===== src/rtl/count_ctrl_pkg.sv =====
// Shared types and defaults for the front-panel count control stage.
package count_ctrl_pkg;

    typedef enum logic {
        STOP = 1'b0,
        RUN  = 1'b1
    } ctrl_state_t;

    localparam int DB_CYCLES_DEF = 4;
    localparam int CW_DEF        = 8;

endpackage


===== src/rtl/btn_debounce.sv =====
// One push-button path: two-flop synchroniser, counter-based debounce and a
// one-cycle press pulse on each accepted rising level.
module btn_debounce
    import count_ctrl_pkg::*;
#(
    parameter int DB_CYCLES = DB_CYCLES_DEF,
    parameter int CW        = CW_DEF
) (
    input  logic clk,
    input  logic nReset,
    input  logic btn,
    output logic level,
    output logic press
);

    logic          sync_p0;
    logic          sync_p1;
    logic [CW-1:0] cnt;
    logic          level_d;

    always_ff @(posedge clk or negedge nReset) begin
        if (!nReset) begin
            sync_p0 <= 1'b0;
            sync_p1 <= 1'b0;
            cnt     <= '0;
            level   <= 1'b0;
            level_d <= 1'b0;
        end else begin
            // stage p0 -> p1: metastability filter on the raw button
            sync_p0 <= btn;
            sync_p1 <= sync_p0;
            // stage p1 -> level: only a run of DB_CYCLES disagreeing samples flips level
            if (sync_p1 == level) begin
                cnt <= '0;
            end else if (cnt == CW'(DB_CYCLES - 1)) begin
                level <= sync_p1;
                cnt   <= '0;
            end else begin
                cnt <= cnt + CW'(1);
            end
            level_d <= level;
        end
    end

    assign press = level & ~level_d;

endmodule


===== src/rtl/count_ctrl.sv =====
// Run/stop FSM, single-step pulse and count-by-2 toggle driving the
// up-counter's enable and cntby2 inputs from three debounced buttons.
module count_ctrl
    import count_ctrl_pkg::*;
#(
    parameter int DB_CYCLES = DB_CYCLES_DEF,
    parameter int CW        = CW_DEF
) (
    input  logic clk,
    input  logic nReset,
    input  logic btn_run,
    input  logic btn_mode,
    input  logic btn_step,
    output logic enable,
    output logic cntby2,
    output logic running
);

    logic        run_press;
    logic        mode_press;
    logic        step_press;
    logic [2:0]  level_unused;

    ctrl_state_t state;
    ctrl_state_t state_next;
    logic        enable_next;
    logic        cntby2_next;

    btn_debounce #(.DB_CYCLES(DB_CYCLES), .CW(CW)) u_db_run (
        .clk    (clk),
        .nReset (nReset),
        .btn    (btn_run),
        .level  (level_unused[0]),
        .press  (run_press)
    );

    btn_debounce #(.DB_CYCLES(DB_CYCLES), .CW(CW)) u_db_mode (
        .clk    (clk),
        .nReset (nReset),
        .btn    (btn_mode),
        .level  (level_unused[1]),
        .press  (mode_press)
    );

    btn_debounce #(.DB_CYCLES(DB_CYCLES), .CW(CW)) u_db_step (
        .clk    (clk),
        .nReset (nReset),
        .btn    (btn_step),
        .level  (level_unused[2]),
        .press  (step_press)
    );

    // A run press in STOP takes priority over a simultaneous step press.
    always_comb begin
        state_next  = state;
        enable_next = 1'b0;
        cntby2_next = cntby2 ^ mode_press;
        case (state)
            STOP: begin
                if (run_press) begin
                    state_next = RUN;
                end else if (step_press) begin
                    enable_next = 1'b1;
                end
            end
            RUN: begin
                if (run_press) begin
                    state_next = STOP;
                end
            end
        endcase
        if (state_next == RUN) begin
            enable_next = 1'b1;
        end
    end

    always_ff @(posedge clk or negedge nReset) begin
        if (!nReset) begin
            state   <= STOP;
            enable  <= 1'b0;
            cntby2  <= 1'b0;
            running <= 1'b0;
        end else begin
            state   <= state_next;
            enable  <= enable_next;
            cntby2  <= cntby2_next;
            running <= (state_next == RUN);
        end
    end

endmodule


===== config.mk =====
export PLATFORM = sky130hd
export DESIGN_NAME = count_ctrl
export DESIGN_NICKNAME = d
export VERILOG_FILES = /design/src/rtl/count_ctrl_pkg.sv /design/src/rtl/btn_debounce.sv /design/src/rtl/count_ctrl.sv
export SDC_FILE = /design/constraint.sdc
export NUM_CORES = 1
export LEC_CHECK = 0
export ABC_AREA = 1
export BUFFER_PORTS_ARGS = -buffer_cell sky130_fd_sc_hd__buf_2
export CELL_PAD_IN_SITES_DETAIL_PLACEMENT = 0
export CELL_PAD_IN_SITES_GLOBAL_PLACEMENT = 1
export CORE_MARGIN = 4
export CORE_UTILIZATION = 46
export CTS_CLUSTER_DIAMETER = 200
export DETAILED_ROUTE_END_ITERATION = 8
export PLACE_DENSITY = 0.8
export SYNTH_ARGS = -nofsm -noshare
export SYNTH_HDL_FRONTEND = slang
export SYNTH_SLANG_ARGS = --single-unit

===== constraint.sdc =====
create_clock -name clk -period 1.2 [get_ports clk]
set_input_delay 0.18 -clock clk [delete_from_list [all_inputs] [get_ports clk]]
set_output_delay 0.18 -clock clk [all_outputs]
set_load 0.01 [all_outputs]

==> out/results.tsv <==
metric	value	unit
Net Sw Frac	31.4	%
sequential share of power	47.5	%
Max Slew Vio Count	0	
synth warn	0	
chip height	70.7	um
startpoint types	flop	
Rel. slew slack	75.9	%
# rows	22	
Post-Syn Nets	215	
vias after detailed routing	1303	
logic gate share of total power	23.5	%
share of cells above drive strength 1	19.4	%
vias in the first global route	1312	
drt via density	4.74	
clk_lat worst skew	0.29	ns
endpoints failing hold	0	
Data required, critical path	1.38	ns
sequential area share after synthesis	54.0	%
setup tns final	0	ns
DP Area	1940	um2
clock sinks	39	
Peak Freq	876	MHz
MaxCap Viol Count	0	
initial core utilization	48.6	%
P_int	2.66	mW
delay-heaviest family, CP	simple AND/OR/NAND/NOR gates	
antenna violations before repair	0	
DRT iter0 DRCs	41	
RSZ-0062 raised after global routing	true	
Crit. End Element	flop	
Slowest cell on crit path	dfrtp_1	
core area	3720	um2
n_diodes	0	
largest net degree at the start of global routing	26	
FF+latch count, synth	39	
most common cell after layout, fill and taps aside	nand2_1	
I/O pin total	8	
routed length per instance	10.9	um
measured slew at the worst slew-check pin	0.362	ns
CTS Buf Count	5	
clk root buf	clkbuf_8	
routability cong.	0.803	
Clk pwr share	29.0	%
setup ws final	0.0578	ns
Max VDD drop	0.000908	V
routed wire length	3000	um
grt total ovfl	0	
Max stage delay on crit path	0.41	ns
Post-Syn Area	1810	um2
clock slew at reported path FFs	0.08	ns
first-pass GRT wire length	5580	um
most frequent cells in the layout	nand2_1 (45), dfrtp_1 (37), nor2_1 (33)	
synth unique cells	17	
Hold WS	0.324	ns
CP cell instances	ha_2 > nor3b_4 > nand2_1 > nand2_2 > nor2_1	
Longest Clk Path Bufs	2	
CTS tree	done	
Final setup viols	0	
PwrDens	1820	nW/um2
Post-DP HPWL	2190	um
total track usage	14.0	%
Final min period	1.14	ns
HP Class	in -> async	
H-tree depth	2	
chip width	70.7	um
CP Buf/Inv Count	0	
sw power	1.22	mW
leakage power	0.996	nW
kind of critical path	reg -> reg	
Die Area	4990	um2
pre-CTS setup slack	0.00802	ns
period utilisation layout	95.2	%
Total Power	3.87	mW
crit path max fanout	4	
Clock Skews	0.00516	ns
Detail Route Antenna Nets	0	
Avg Synthesized Cell Area	8.86	um2
Post-Synthesis Cells	204	
Critical Path AT	1.32	ns
drt pass-1 iters	4	
DRC errors left	0	
Area growth, synth to finish	17.7	%
largest registers	u_db_mode.cnt (8), u_db_run.cnt (8), u_db_step.cnt (8)	
fin nets	237	
I/O Buffers	7	
status	complete, no violations	
Final Cell Area	2130	um2
-- power groups by stage --
stage	registers, mW	logic [mW]	clock network, mW
floorplan	1.84	0.592	0
global placement	1.84	0.847	0
detailed placement	1.85	0.876	0
CTS	1.83	0.894	1.16
global route	1.87	1.05	1.22
finish	1.84	0.910	1.12
-- final cells by class --
type,instances,area (um2)
Fill cell,332,1590
Multi-Input combinational cell,139,754
Inverter,26,97.6
Clock inverter,2,35.0
Clock buffer,6,82.6
Sequential cell,39,978
Timing Repair Buffer,15,118
Tap cell,48,60.1
-- repair_timing --
action / in CTS / in global routing
hold buffers: 4 / 0
endpoints found under the hold margin: 17 / 0
endpoints found under the setup margin: 1 / 13
buffers inserted: 0 / 1
pin swaps: 0 / 2
resized for setup: 1 / 7
-- stage by stage --
stage	util [%]	instances
detailed placement	52.1	262
floorplan	-	204
global route	57.2	275
finish	57.2	275
CTS	56.5	274
global placement	52.1	262
-- cells by family after synthesis --
logic type	Yosys count	synth area share (%)
flip-flops	39	54.0
AO/OA/AOI/OAI	7	1.94
buffers and inverters	26	5.40
adder cells (fa/ha/maj)	6	4.16
XOR/XNOR	14	6.79
AND/OR/NAND/NOR	112	27.7
-- Yosys cell counts (all sizes together) --
cell / count / area, um2
a21oi: 3 / 15.0
and2: 2 / 15.0
dfrtp: 39 / 976
ha: 6 / 75.1
inv: 26 / 97.6
nand2: 54 / 225
nand3: 15 / 90.1
nor2: 40 / 163
nor3b: 1 / 7.51
o21ai: 4 / 20.0
xnor2: 4 / 35.0
xor2: 10 / 87.6
-- worst paths after layout --
kind	startpoint	slack [ns]	to	cells past startpoint
max	u_db_step.cnt[0]	0.06	u_db_step.cnt[2]	5
min	nReset	0.32	enable	2
max reg2reg	u_db_step.cnt[0]	0.06	u_db_step.cnt[2]	5
min reg2reg	u_db_run.sync_p0	0.35	u_db_run.sync_p1	0
max in group asynchronous	nReset	0.41	u_db_mode.cnt[0]	3
min in group clk	u_db_run.sync_p0	0.35	u_db_run.sync_p1	0
-- routing by layer --
metal  GRT usage (%)  part of all wire (%)  vias up
met5               0                     0        -
met4            6.26                   2.0        0
met3            4.26                   3.5        6
met2            22.8                    48       14
met1            17.2                    46      626
li1                -                     -      657
-- worst reg2reg max path: stages, from the launching register on --
cell	delay, ns
dfrtp_1	0.41
ha_2	0.21
nor3b_4	0.19
nand2_1	0.10
nand2_2	0.08
nor2_1	0.04
(Power assumes the default switching activity.)
